===== config.mk =====
export PLATFORM = sky130hd
export DESIGN_NAME = vme_bus_arbiter
export DESIGN_NICKNAME = d
export VERILOG_FILES = /design/src/rtl/vme_bus_arbiter.sv
export SDC_FILE = /design/constraint.sdc
export NUM_CORES = 1
export LEC_CHECK = 0
export ABC_AREA = 1
export CORE_UTILIZATION = 45
export DETAILED_ROUTE_END_ITERATION = 12
export PLACE_DENSITY = 0.74
export REMOVE_ABC_BUFFERS = 1
export SLEW_MARGIN = 40
export SYNTH_ARGS = -nofsm -noshare
export SYNTH_HDL_FRONTEND = slang
export SYNTH_SLANG_ARGS = --single-unit

===== constraint.sdc =====
create_clock -name Clk -period 2.85 [get_ports Clk]
set_clock_uncertainty 0.15 [all_clocks]
set_input_delay 0.4275 -clock Clk [delete_from_list [all_inputs] [get_ports Clk]]
set_output_delay 0.4275 -clock Clk [all_outputs]
set_load 0.005 [all_outputs]

===== src/rtl/vme_bus_arbiter.sv =====
// Round-robin arbiter: two strobe requesters share one slave bus, watchdog on stalled accesses.
// Strobe to downstream strobe in 2 cycles, done to requester done in 1; extra strobes while busy are dropped.
module vme_bus_arbiter #(
  parameter int AW      = 13,
  parameter int DW      = 32,
  parameter int TIMEOUT = 255
) (
  input  logic          Clk,
  input  logic          rst_n,
  input  logic [AW-1:0] a_Addr,
  input  logic [DW-1:0] a_WrData,
  input  logic          a_RdMem,
  input  logic          a_WrMem,
  output logic [DW-1:0] a_RdData,
  output logic          a_RdDone,
  output logic          a_WrDone,
  output logic          a_RdError,
  output logic          a_WrError,
  output logic          a_Busy,
  input  logic [AW-1:0] b_Addr,
  input  logic [DW-1:0] b_WrData,
  input  logic          b_RdMem,
  input  logic          b_WrMem,
  output logic [DW-1:0] b_RdData,
  output logic          b_RdDone,
  output logic          b_WrDone,
  output logic          b_RdError,
  output logic          b_WrError,
  output logic          b_Busy,
  output logic [AW-1:0] m_Addr,
  output logic [DW-1:0] m_WrData,
  output logic          m_RdMem,
  output logic          m_WrMem,
  input  logic [DW-1:0] m_RdData,
  input  logic          m_RdDone,
  input  logic          m_WrDone,
  input  logic          m_RdError,
  input  logic          m_WrError,
  output logic          timeout_o
);

  typedef enum logic [1:0] {S_IDLE, S_ISSUE, S_WAIT, S_RESP} state_t;

  logic [1:0]    req_rd, req_wr;
  logic [AW-1:0] req_addr [2];
  logic [DW-1:0] req_wdat [2];

  logic [1:0]    lat_vld_q, lat_wr_q;
  logic [AW-1:0] lat_addr_q [2];
  logic [DW-1:0] lat_wdat_q [2];

  state_t        state_q;
  logic          gnt_q, last_q, kind_wr_q;
  logic [15:0]   wd_q;
  logic          m_rd_q, m_wr_q;
  logic [AW-1:0] m_addr_q;
  logic [DW-1:0] m_wdat_q;
  logic [1:0]    rd_done_q, wr_done_q, rd_err_q, wr_err_q;
  logic [DW-1:0] rdata_q [2];
  logic          timeout_q;

  logic [1:0]    free;
  logic          gnt_d, done_hit, wd_expired;

  assign req_rd      = {b_RdMem, a_RdMem};
  assign req_wr      = {b_WrMem, a_WrMem};
  assign req_addr[0] = a_Addr;
  assign req_addr[1] = b_Addr;
  assign req_wdat[0] = a_WrData;
  assign req_wdat[1] = b_WrData;

  // The owner's latch frees during its RESP cycle so a strobe there is taken.
  assign free       = (state_q == S_RESP) ? (gnt_q ? 2'b10 : 2'b01) : 2'b00;
  assign gnt_d      = (lat_vld_q == 2'b11) ? ~last_q : lat_vld_q[1];
  assign done_hit   = kind_wr_q ? m_WrDone : m_RdDone;
  assign wd_expired = (wd_q == 16'(TIMEOUT - 1));

  always_ff @(posedge Clk or negedge rst_n) begin
    if (!rst_n) begin
      lat_vld_q <= '0;
      lat_wr_q  <= '0;
      for (int i = 0; i < 2; i++) begin
        lat_addr_q[i] <= '0;
        lat_wdat_q[i] <= '0;
      end
    end else begin
      for (int i = 0; i < 2; i++) begin
        if ((!lat_vld_q[i] || free[i]) && (req_rd[i] || req_wr[i])) begin
          lat_vld_q[i]  <= 1'b1;
          lat_wr_q[i]   <= req_wr[i];
          lat_addr_q[i] <= req_addr[i];
          lat_wdat_q[i] <= req_wdat[i];
        end else if (free[i]) begin
          lat_vld_q[i] <= 1'b0;
        end
      end
    end
  end

  always_ff @(posedge Clk or negedge rst_n) begin
    if (!rst_n) begin
      state_q   <= S_IDLE;
      gnt_q     <= 1'b0;
      last_q    <= 1'b1;
      kind_wr_q <= 1'b0;
      wd_q      <= '0;
      m_rd_q    <= 1'b0;
      m_wr_q    <= 1'b0;
      m_addr_q  <= '0;
      m_wdat_q  <= '0;
      rd_done_q <= '0;
      wr_done_q <= '0;
      rd_err_q  <= '0;
      wr_err_q  <= '0;
      rdata_q[0] <= '0;
      rdata_q[1] <= '0;
      timeout_q <= 1'b0;
    end else begin
      m_rd_q    <= 1'b0;
      m_wr_q    <= 1'b0;
      rd_done_q <= '0;
      wr_done_q <= '0;
      rd_err_q  <= '0;
      wr_err_q  <= '0;
      timeout_q <= 1'b0;
      case (state_q)
        S_IDLE: begin
          if (|lat_vld_q) begin
            gnt_q     <= gnt_d;
            last_q    <= gnt_d;
            kind_wr_q <= lat_wr_q[gnt_d];
            m_rd_q    <= ~lat_wr_q[gnt_d];
            m_wr_q    <= lat_wr_q[gnt_d];
            m_addr_q  <= lat_addr_q[gnt_d];
            m_wdat_q  <= lat_wdat_q[gnt_d];
            wd_q      <= '0;
            state_q   <= S_ISSUE;
          end
        end
        S_ISSUE, S_WAIT: begin
          if (done_hit || wd_expired) begin
            // A real done on the last watchdog cycle still wins over the timeout.
            state_q   <= S_RESP;
            timeout_q <= ~done_hit;
            if (kind_wr_q) begin
              wr_done_q[gnt_q] <= 1'b1;
              wr_err_q[gnt_q]  <= done_hit ? m_WrError : 1'b1;
            end else begin
              rd_done_q[gnt_q] <= 1'b1;
              rd_err_q[gnt_q]  <= done_hit ? m_RdError : 1'b1;
              rdata_q[gnt_q]   <= done_hit ? m_RdData : '0;
            end
          end else begin
            wd_q    <= wd_q + 16'd1;
            state_q <= S_WAIT;
          end
        end
        S_RESP:  state_q <= S_IDLE;
        default: state_q <= S_IDLE;
      endcase
    end
  end

  assign a_RdData  = rdata_q[0];
  assign a_RdDone  = rd_done_q[0];
  assign a_WrDone  = wr_done_q[0];
  assign a_RdError = rd_err_q[0];
  assign a_WrError = wr_err_q[0];
  assign a_Busy    = lat_vld_q[0];
  assign b_RdData  = rdata_q[1];
  assign b_RdDone  = rd_done_q[1];
  assign b_WrDone  = wr_done_q[1];
  assign b_RdError = rd_err_q[1];
  assign b_WrError = wr_err_q[1];
  assign b_Busy    = lat_vld_q[1];
  assign m_Addr    = m_addr_q;
  assign m_WrData  = m_wdat_q;
  assign m_RdMem   = m_rd_q;
  assign m_WrMem   = m_wr_q;
  assign timeout_o = timeout_q;

endmodule


==> flow_metrics.tcl, run 1 <==
set metrics [dict create \
    holdWs_ns 0.298 \
    end_kind "register" \
    grt-ovfl-total 0 \
    dp_worst_setup_slack_ns 0.411 \
    synth_area_leader_cell "dfrtp_1" \
    finalSetupViolCount 0 \
    synth-simple-area-share_pct 22.3 \
    path_max_fanout 64 \
    fin_ws_ns 0.744 \
    peakVddDrop_v 0.000525 \
    die_h_um 154 \
    syn-mean-instance-area_sq_um 8.50 \
    maxSlewHeadroom_pct 55.8 \
    hold_viol 0 \
    ys_ff_latch 235 \
    clk_pin_slew_ns 0.06 \
    fillerInstances 1918 \
    synth_top_family_by_area "simple AND/OR/NAND/NOR gates" \
    h-tree-depth 1 \
    yosys-top-cells-area "dfrtp_1, nand2_1, inv_1, o21ai_1, o21ai_0" \
    drt_iter0_drc 466 \
    drcViolationCount 0 \
    cts_tree "built" \
    seqPwrFrac_pct 37.2 \
    worstPathRequired_ns 3.15 \
    insertion_delay_ns 0.52 \
    grtUsageTotal_pct 22.9 \
    timing.final.crit_period_ns 2.11 \
    p_int_mw 9.60 \
    cts-root-buf "clkbuf_16" \
    pin_count 254 \
    seq_area_frac_synth_pct 56.5 \
    viasPerCell 5.06 \
    io_buffers 253 \
    n_antenna_cell 0 \
    postCtsSetupBuffers 0 \
    layout_commonest_cell "nand2_1" \
    die_width_um 154 \
    synthCells 1224 \
    syn_to_final_growth_pct 34.4 \
    place.gp.congestion 0.849 \
    layout-drive-gt1-share_pct 6.34 \
    grt_pass1_vias 8603 \
    p_leak_nw 6.83 \
    grt_max_degree 91 \
    p_switching_mw 5.71 \
    nNetsFinal 1585 \
    initial_core_util_pct 46.0 \
    hold_path.class "input pin to register" \
    status "completed" \
    power.density_nw_per_um2 1090 \
    crit_type "register to register" \
    row_count 55 \
    maxCapViolCount 0 \
    post-dp-hpwl_um 17600 \
    synth_fa_ha_area_share_pct 0.481 \
    dieArea_sq_um 23700 \
    max_freq_mhz 475 \
    drv_slew 0 \
    critPathLaunchType "register" \
    cts_buffer_depth 3 \
    yosys.area.top_type_share_pct 56.3 \
    dr.pass1.iters 5 \
    rsz0062_at_grt "false" \
    vias 8866 \
    ys_warn_count 0 \
    detail-route-antenna-nets 0 \
    syn-cell-area_sq_um 10400 \
    cts-resized-gates 0 \
    cp.arrival_ns 2.41 \
    numCtsBuffers 25 \
    timing.final.crit_share_pct 73.9 \
    synth_cell_types 38 \
    synthXorXnorAreaFrac_pct 0.505 \
    drt-total-wl_um 26500 \
    final_util_pct 61.8 \
    power_mw 15.3 \
    power_frac_comb_pct 40.6 \
    swShare_pct 37.3 \
    tightest_slew_ns 0.664 \
    grt_pass1_wl_um 44100 \
    clkSinkCount 235 \
    core_sq_um 22600 \
    synth_compound_area_share_pct 10.2 \
    antenna_found_initial 0 \
    synth.area.mux_share_pct 0 \
    layout_common_cells "nand2_1, clkdlybuf4s50_1, dfrtp_1, inv_1, nor2_1" \
    routedWlPerCell_um 15.1 \
    clkPwrFrac_pct 22.3 \
]
[power by group through the flow]
stage / Clock, mW / Sequential (mW) / Combinational (mW)
3_5_place_dp: 0 / 5.72 / 6.25
3_3_place_gp: 0 / 5.69 / 6.08
4_1_cts: 3.49 / 5.69 / 6.28
6_report: 3.41 / 5.69 / 6.21
2_1_floorplan: 0 / 5.58 / 3.14
5_1_grt: 3.64 / 5.87 / 6.95
[area by class of cell]
type	count	area, sq um	area share (%)
clock buffer	37	751	5.37
clock inverter	9	129	0.922
inverter	150	566	4.04
multi-input combinational	762	3530	25.3
sequential	235	5880	42.1
tap	285	357	2.55
timing repair buffer	275	2770	19.8
[cells by family (layout without fill, tap and decap cells)]
| kind of cell | count (synthesis) | after routing |
|---|---|---|
| fa+ha+maj | 4 | 4 |
| compound gates | 210 | 210 |
| buf+inv | 227 | 471 |
| xor+xnor | 6 | 6 |
| flops | 235 | 235 |
| simple gates | 542 | 542 |
[registers in the layout (all words and copies together), names as in the netlist, 13 cells and up]
| signal | count |
|---|---|
| a_RdData | 32 |
| b_RdData | 32 |
| lat_addr_q | 26 |
| lat_wdat_q | 64 |
| m_Addr | 13 |
| m_WrData | 32 |
| wd_q | 16 |
[stage by stage]
step	std cells	cell area (sq um)	setup TNS, ns
final	1753	14000	0
after global routing	1753	14000	0
after CTS	1753	14000	0
after detailed placement	1706	13100	0
after global placement	1706	13100	0
after floorplan	1147	9940	-96.98
[critical path, cell delays in order, from the launching register on]
cell,delay [ns]
dfrtp_1,0.36
inv_1,0.06
ha_2,0.51
buf_4,0.59
nand4_1,0.22
nand2_1,0.11
[synthesized netlist by cell type]
library cell	n
inv_4	1
dfrtp_1	234
buf_4	1
xor2_1	2
buf_6	7
buf_12	1
ha_1	4
xnor2_1	4
nor2_2	3
clkbuf_1	16
nor2_1	110
nand3_1	12
nand2_4	1
nand4_2	1
nand4_1	71
o21ai_2	1
and2_1	1
buf_2	44
clkbuf_2	2
dfstp_2	1
o21ai_1	106
a21oi_1	1
nand3_4	2
o22ai_1	1
o21ai_0	97
o211ai_1	1
inv_2	5
inv_1	144
buf_1	2
or2_2	2
nand2_8	1
nand2_2	4
nor2_4	1
o21bai_1	3
nand2_1	330
buf_8	4
or2_1	1
nor3_1	2
[per-layer routing]
metal / vias up / part of all wire [%] / track usage, %
met5: - / 0 / 0
met4: 0 / 1.5 / 5.38
met3: 37 / 9.5 / 7.22
met2: 332 / 47 / 36.7
met1: 4164 / 42 / 30.2
li1: 4333 / - / -
[what timing repair did]
item,4_1_cts,5_1_grt
hold endpoints to repair,81,0
hold buffers,1,0
setup endpoints to repair,0,0
[worst paths after layout]
check,end,slack (ns),start,depth (start not counted)
min,lat_addr_q[1],0.30,b_Addr[1],3
max reg2reg,a_RdData[17],0.74,state_q[1],5
max in group asynchronous,lat_addr_q[2],1.47,rst_n,3
min reg2reg,a_RdData[28],0.32,a_RdData[28],2
max,a_RdData[17],0.74,state_q[1],5
min in group asynchronous,a_RdData[0],0.36,rst_n,2
No activity file was read; power rests on OpenSTA's default activity.
==> run 2, diff against run 1 <==
==> constraint.sdc (replaced) <==
create_clock -name Clk -period 2.2 [get_ports Clk]
set_clock_uncertainty 0.15 [all_clocks]
set_input_delay 0.33 -clock Clk [delete_from_list [all_inputs] [get_ports Clk]]
set_output_delay 0.33 -clock Clk [all_outputs]
set_load 0.005 [all_outputs]
==> run 2 against run 1 <==
  * Count of clock-buffer cells in the layout grew 2
  * Power increased by 29%
  * Sequential power up 30%
  * Hold slack lost 0.11 ns
  * Critical path type unchanged
  * Highest routed layer is now met5
==> flow_metrics.tcl, run 2 (synthesized netlist as in run 1, its figures left out) <==
set metrics [dict create \
    cpMaxStageDelayCell "dfrtp_1" \
    max_freq_mhz 489 \
    syn_to_final_growth_pct 34.6 \
    insertion_delay_ns 0.52 \
    swShare_pct 38.1 \
    crit_buf_inv 1 \
    clk_pin_slew_ns 0.06 \
    cp_cell_sequence "inv_1, ha_1, nand3_1, nor2_4, nand2_4, nand2_8, nand3_4, nand2_1, nand2_1" \
    n_antenna_cell 0 \
    row_count 55 \
    die_h_um 154 \
    io_buffers 253 \
    numCtsBuffers 25 \
    drt-total-wl_um 26900 \
    viasPerCell 5.07 \
    p_switching_mw 7.53 \
    p_int_mw 12.2 \
    vias 8913 \
    grt_max_degree 65 \
    reg2reg_from "wd_q[0]" \
    hold_viol 0 \
    cpMostUsedCell "nand2_1" \
    cts-root-buf "clkbuf_16" \
    stdcell_area_sq_um 14000 \
    p_leak_nw 6.83 \
    clkPwrFrac_pct 20.3 \
    die_width_um 154 \
    hold_path.class "input pin to register" \
    min_from "b_Addr[9]" \
    dieArea_sq_um 23700 \
    power_frac_comb_pct 42.4 \
    h-tree-depth 1 \
    crit_start "wd_q[0]" \
    stdcell_count 1758 \
    top_register "lat_wdat_q" \
    place.gp.congestion 0.873 \
    largest_register_ffs 64 \
    dpl.cell_count 1712 \
    worstPathRequired_ns 2.46 \
    cts_buffer_depth 3 \
    grt-ovfl-total 0 \
    cpPeakStageDelay_ns 0.41 \
    grt_pass1_wl_um 43700 \
    crit_type "register to register" \
    routedWlPerCell_um 15.3 \
    cp_top_family "simple AND/OR/NAND/NOR gates" \
    finalSetupViolCount 0 \
    timing.final.crit_period_ns 2.04 \
    grt_pass1_vias 8567 \
    holdWs_ns 0.189 \
    peakVddDrop_v 0.000926 \
    tightest_slew_ns 0.604 \
    initial_core_util_pct 46.0 \
    post-dp-hpwl_um 17900 \
    status "completed" \
    cts_tree "built" \
    dr.pass1.iters 5 \
    power.density_nw_per_um2 1410 \
    seqPwrFrac_pct 37.3 \
    cp.arrival_ns 2.31 \
    drv_slew 0 \
    core_sq_um 22600 \
    drcViolationCount 0 \
    critPathLaunchType "register" \
    layout_commonest_cell "nand2_1" \
    antenna_found_initial 1 \
    rsz0062_at_grt "true" \
    nNetsFinal 1591 \
    layout_common_cells "nand2_1, clkdlybuf4s50_1, dfrtp_1, inv_1, nor2_1" \
    drt_iter0_drc 556 \
    maxSlewHeadroom_pct 59.7 \
    pin_count 254 \
    detail-route-antenna-nets 0 \
    postPlaceCellArea_sq_um 13200 \
    timing.final.crit_share_pct 92.9 \
    clkSinkCount 235 \
    grtUsageTotal_pct 22.8 \
    fillerInstances 1905 \
    postCtsSetupBuffers 0 \
    maxCapViolCount 0 \
    end_kind "register" \
    path_max_fanout 34 \
    layout-drive-gt1-share_pct 6.45 \
    final_util_pct 61.9 \
]
## run 2: final timing paths
path | cells past startpoint | slack [ns] | endpoint
setup / recovery | 9 | 0.16 | a_RdData[27]
setup reg to reg | 9 | 0.16 | a_RdData[27]
min in group asynchronous | 2 | 0.21 | a_RdData[24]
max in group asynchronous | 3 | 0.97 | b_RdData[18]
hold reg to reg | 2 | 0.32 | last_q
hold / removal | 3 | 0.19 | lat_addr_q[9]
## run 2: stage by stage
step / TNS [ns] / worst slack, ns / power, mW
after global placement: 0 / 0.128 / 15.6
after global routing: -0.0191 / -0.00779 / 21.2
final: 0 / 0.157 / 19.8
after detailed placement: 0 / 0.0825 / 15.8
after floorplan: -232.24 / -1.74 / 11.1
after CTS: 0 / 0.138 / 19.9
## run 2: cell type report
class	instances	area (sq um)	area share (%)
multi-input cells	762	3530	25.2
clock inverters	6	41.3	0.295
clock buffers	39	738	5.27
repair buffers	281	2890	20.6
inverters	150	566	4.04
flip-flops and latches	235	5880	42.0
well taps	285	357	2.55
## run 2: layer usage
metal / vias to the layer above / wire, um / track usage [%]
met3: 29 / 2420 / 6.23
li1: 4347 / - / -
met1: 4192 / 11600 / 30.4
met4: 2 / 333 / 5.29
met5: - / 13 / 0
met2: 343 / 12500 / 37.0
## run 2: power groups by stage
stage	clock [mW]	sequential, mW	combinational (mW)
2_1_floorplan	0	7.12	3.95
3_3_place_gp	0	7.38	8.17
3_5_place_dp	0	7.42	8.39
4_1_cts	4.08	7.39	8.43
5_1_grt	4.25	7.61	9.30
6_report	4.01	7.39	8.39
## run 2: repair_timing
item | 4_1_cts | 5_1_grt
endpoints found under the setup margin | 0 | 4
hold endpoints to repair | 63 | 0
hold buffers | 1 | 0
gates resized for setup | 0 | 1
## run 2: worst reg2reg max path: cells and delay by family (launching register included)
family	cells	cell delay (ns)
adder cells (fa/ha/maj)	1	0.16
buffers and inverters	1	0.08
flip-flops	1	0.41
AND/OR/NAND/NOR	7	1.13
==> run 3, diff against run 2 <==
--- a/config.mk
+++ b/config.mk
@@ -9,7 +9,6 @@
 export CORE_UTILIZATION = 45
 export DETAILED_ROUTE_END_ITERATION = 12
 export PLACE_DENSITY = 0.74
-export REMOVE_ABC_BUFFERS = 1
 export SLEW_MARGIN = 40
 export SYNTH_ARGS = -nofsm -noshare
 export SYNTH_HDL_FRONTEND = slang
==> run 3 against run 2 <==
  * Setup slack improved by 0.00065 ns
  * Global-route usage rose by 0.66 points
  * Maximum frequency barely moved
  * Sequential share of layout area fell by 0.18 points
  * Power rose by 1.5%
  * Clock power rose by 11%
  * Register-to-register slack improved by 0.02 ns
  * Utilization rose by 0.26 points
  * Die area did not move
  * Non-clock buffer count did not move
  * First-iteration DRC count fell by 4.0%
==> flow_metrics.tcl, run 3 (synthesized netlist as in run 1, its figures left out) <==
set metrics [dict create \
    status "completed" \
    maxCapViolCount 0 \
    dpl.cell_count 1712 \
    dr.pass1.iters 5 \
    cts_tree "built" \
    antenna_found_initial 2 \
    numCtsBuffers 26 \
    grt_pass1_vias 8906 \
    layout_common_cells "nand2_1, clkdlybuf4s50_1, dfrtp_1, inv_1, nor2_1" \
    dp_worst_setup_slack_ns 0.109 \
    peakVddDrop_v 0.000681 \
    cts_buffer_depth 3 \
    tightest_slew_ns 0.517 \
    post-dp-hpwl_um 18400 \
    syn_nets 1360 \
    end_kind "primary output" \
    timing.final.crit_share_pct 92.8 \
    n_antenna_cell 0 \
    top_register "lat_wdat_q" \
    cp.arrival_ns 1.56 \
    power.density_nw_per_um2 1430 \
    nNetsFinal 1592 \
    max_freq_mhz 490 \
    stdcell_count 1761 \
    rsz0062_at_grt "false" \
    drcViolationCount 0 \
    cp_cell_sequence "clkdlybuf4s50_1" \
    stdcell_area_sq_um 14100 \
    layout.area.seq_sq_um 5880 \
    fin_ws_ns 0.158 \
    layout-drive-gt1-share_pct 6.78 \
    met1_usage_pct 30.4 \
    die_h_um 154 \
    maxSlewHeadroom_pct 65.6 \
    worstPathRequired_ns 1.72 \
    syn_to_final_growth_pct 35.2 \
    postPlaceCellArea_sq_um 13200 \
    grtUsageTotal_pct 23.4 \
    hold_buffers 1 \
    largest_register_ffs 64 \
    multiInputGateArea_sq_um 3530 \
    top_usage_layer "met2" \
    pin_count 254 \
    timing.final.crit_period_ns 2.04 \
    grt-ovfl-total 0 \
    drt-total-wl_um 27500 \
    clkSinkCount 235 \
    cpMaxStageDelayCell "clkdlybuf4s50_1" \
    cp_top_family "buffers and inverters" \
    hold_path.class "input pin to async pin" \
    routedWlPerCell_um 15.6 \
    initial_core_util_pct 46.0 \
    h-tree-depth 1 \
    grt_util_met3_pct 6.93 \
    dieArea_sq_um 23700 \
    postCtsSetupBuffers 0 \
    vias 8954 \
    clk_pin_slew_ns 0.06 \
    grt_pass1_wl_um 44800 \
    cts-root-buf "clkbuf_16" \
    io_buffers 253 \
    drv_slew 0 \
    viasPerCell 5.08 \
    p_leak_nw 6.88 \
    finalSetupViolCount 0 \
    grt_max_degree 79 \
    insertion_delay_ns 0.53 \
    path_max_fanout 4 \
    crit_buf_inv 1 \
    detail-route-antenna-nets 0 \
    cts-resized-gates 0 \
    place.gp.congestion 0.870 \
    row_count 55 \
    core_sq_um 22600 \
    die_width_um 154 \
    fillerInstances 1925 \
    cpPeakStageDelay_ns 0.60 \
    drt_iter0_drc 534 \
    crit_type "register to primary output" \
    layout_commonest_cell "nand2_1" \
    hold_viol 0 \
    met2_usage_pct 38.0 \
    fin_setup_tns_ns 0 \
    critPathLaunchType "register" \
]
==> run 3: cell count changes in the layout (fill, tap and decap cells not counted), moves of 2 or more <==
cell and delta:
buf_12 -4, buf_4 +4, bufinv_16 +2, clkbuf_1 -3, clkbuf_16 +2, clkinv_2 +3
==> run 3: final cells by class <==
type	count	share of cell area (%)
Timing Repair Buffer	281	20.2
Clock buffer	39	5.62
Clock inverter	9	0.712
Tap cell	285	2.54
Inverter	150	4.02
Multi-Input combinational cell	762	25.1
Sequential cell	235	41.8
==> run 3: stage by stage <==
step           hold slack (ns)  util [%]  total power [mW]
4_1_cts                  0.173      62.1              20.2
3_5_place_dp             0.153      58.1              15.7
5_1_grt                  0.184      62.1              21.5
6_report                 0.181      62.1              20.1
3_3_place_gp             0.170      58.1              15.4
2_1_floorplan           -0.116         -              11.8
==> run 3: final timing paths <==
| kind | slack [ns] | cells after the start | start | endpoint |
|---|---|---|---|---|
| min in group Clk | 0.19 | 3 | b_WrData[28] | lat_wdat_q[28] |
| max in group asynchronous | 1.05 | 3 | rst_n | b_RdData[2] |
| hold / removal | 0.18 | 2 | rst_n | rd_done_q[0] |
| setup / recovery | 0.16 | 1 | lat_vld_q[0] | a_Busy |
| setup reg to reg | 0.18 | 9 | wd_q[0] | b_RdData[26] |
| hold reg to reg | 0.32 | 2 | last_q | last_q |
==> run 3: metal layers <==
layer | part of all wire, % | routed length, um | vias up
met1 | 42 | 11600 | 4203
met3 | 9.4 | 2590 | 46
met4 | 2.0 | 546 | 2
met2 | 46 | 12700 | 359
li1 | - | - | 4344
met5 | 0.044 | 12 | -
==> run 3: report_power, final <==
part | switching (mW) | internal [mW]
Clock | 1.74 | 2.71
Sequential | 1.19 | 6.24
Combinational | 4.63 | 3.59
Total | 7.55 | 12.5
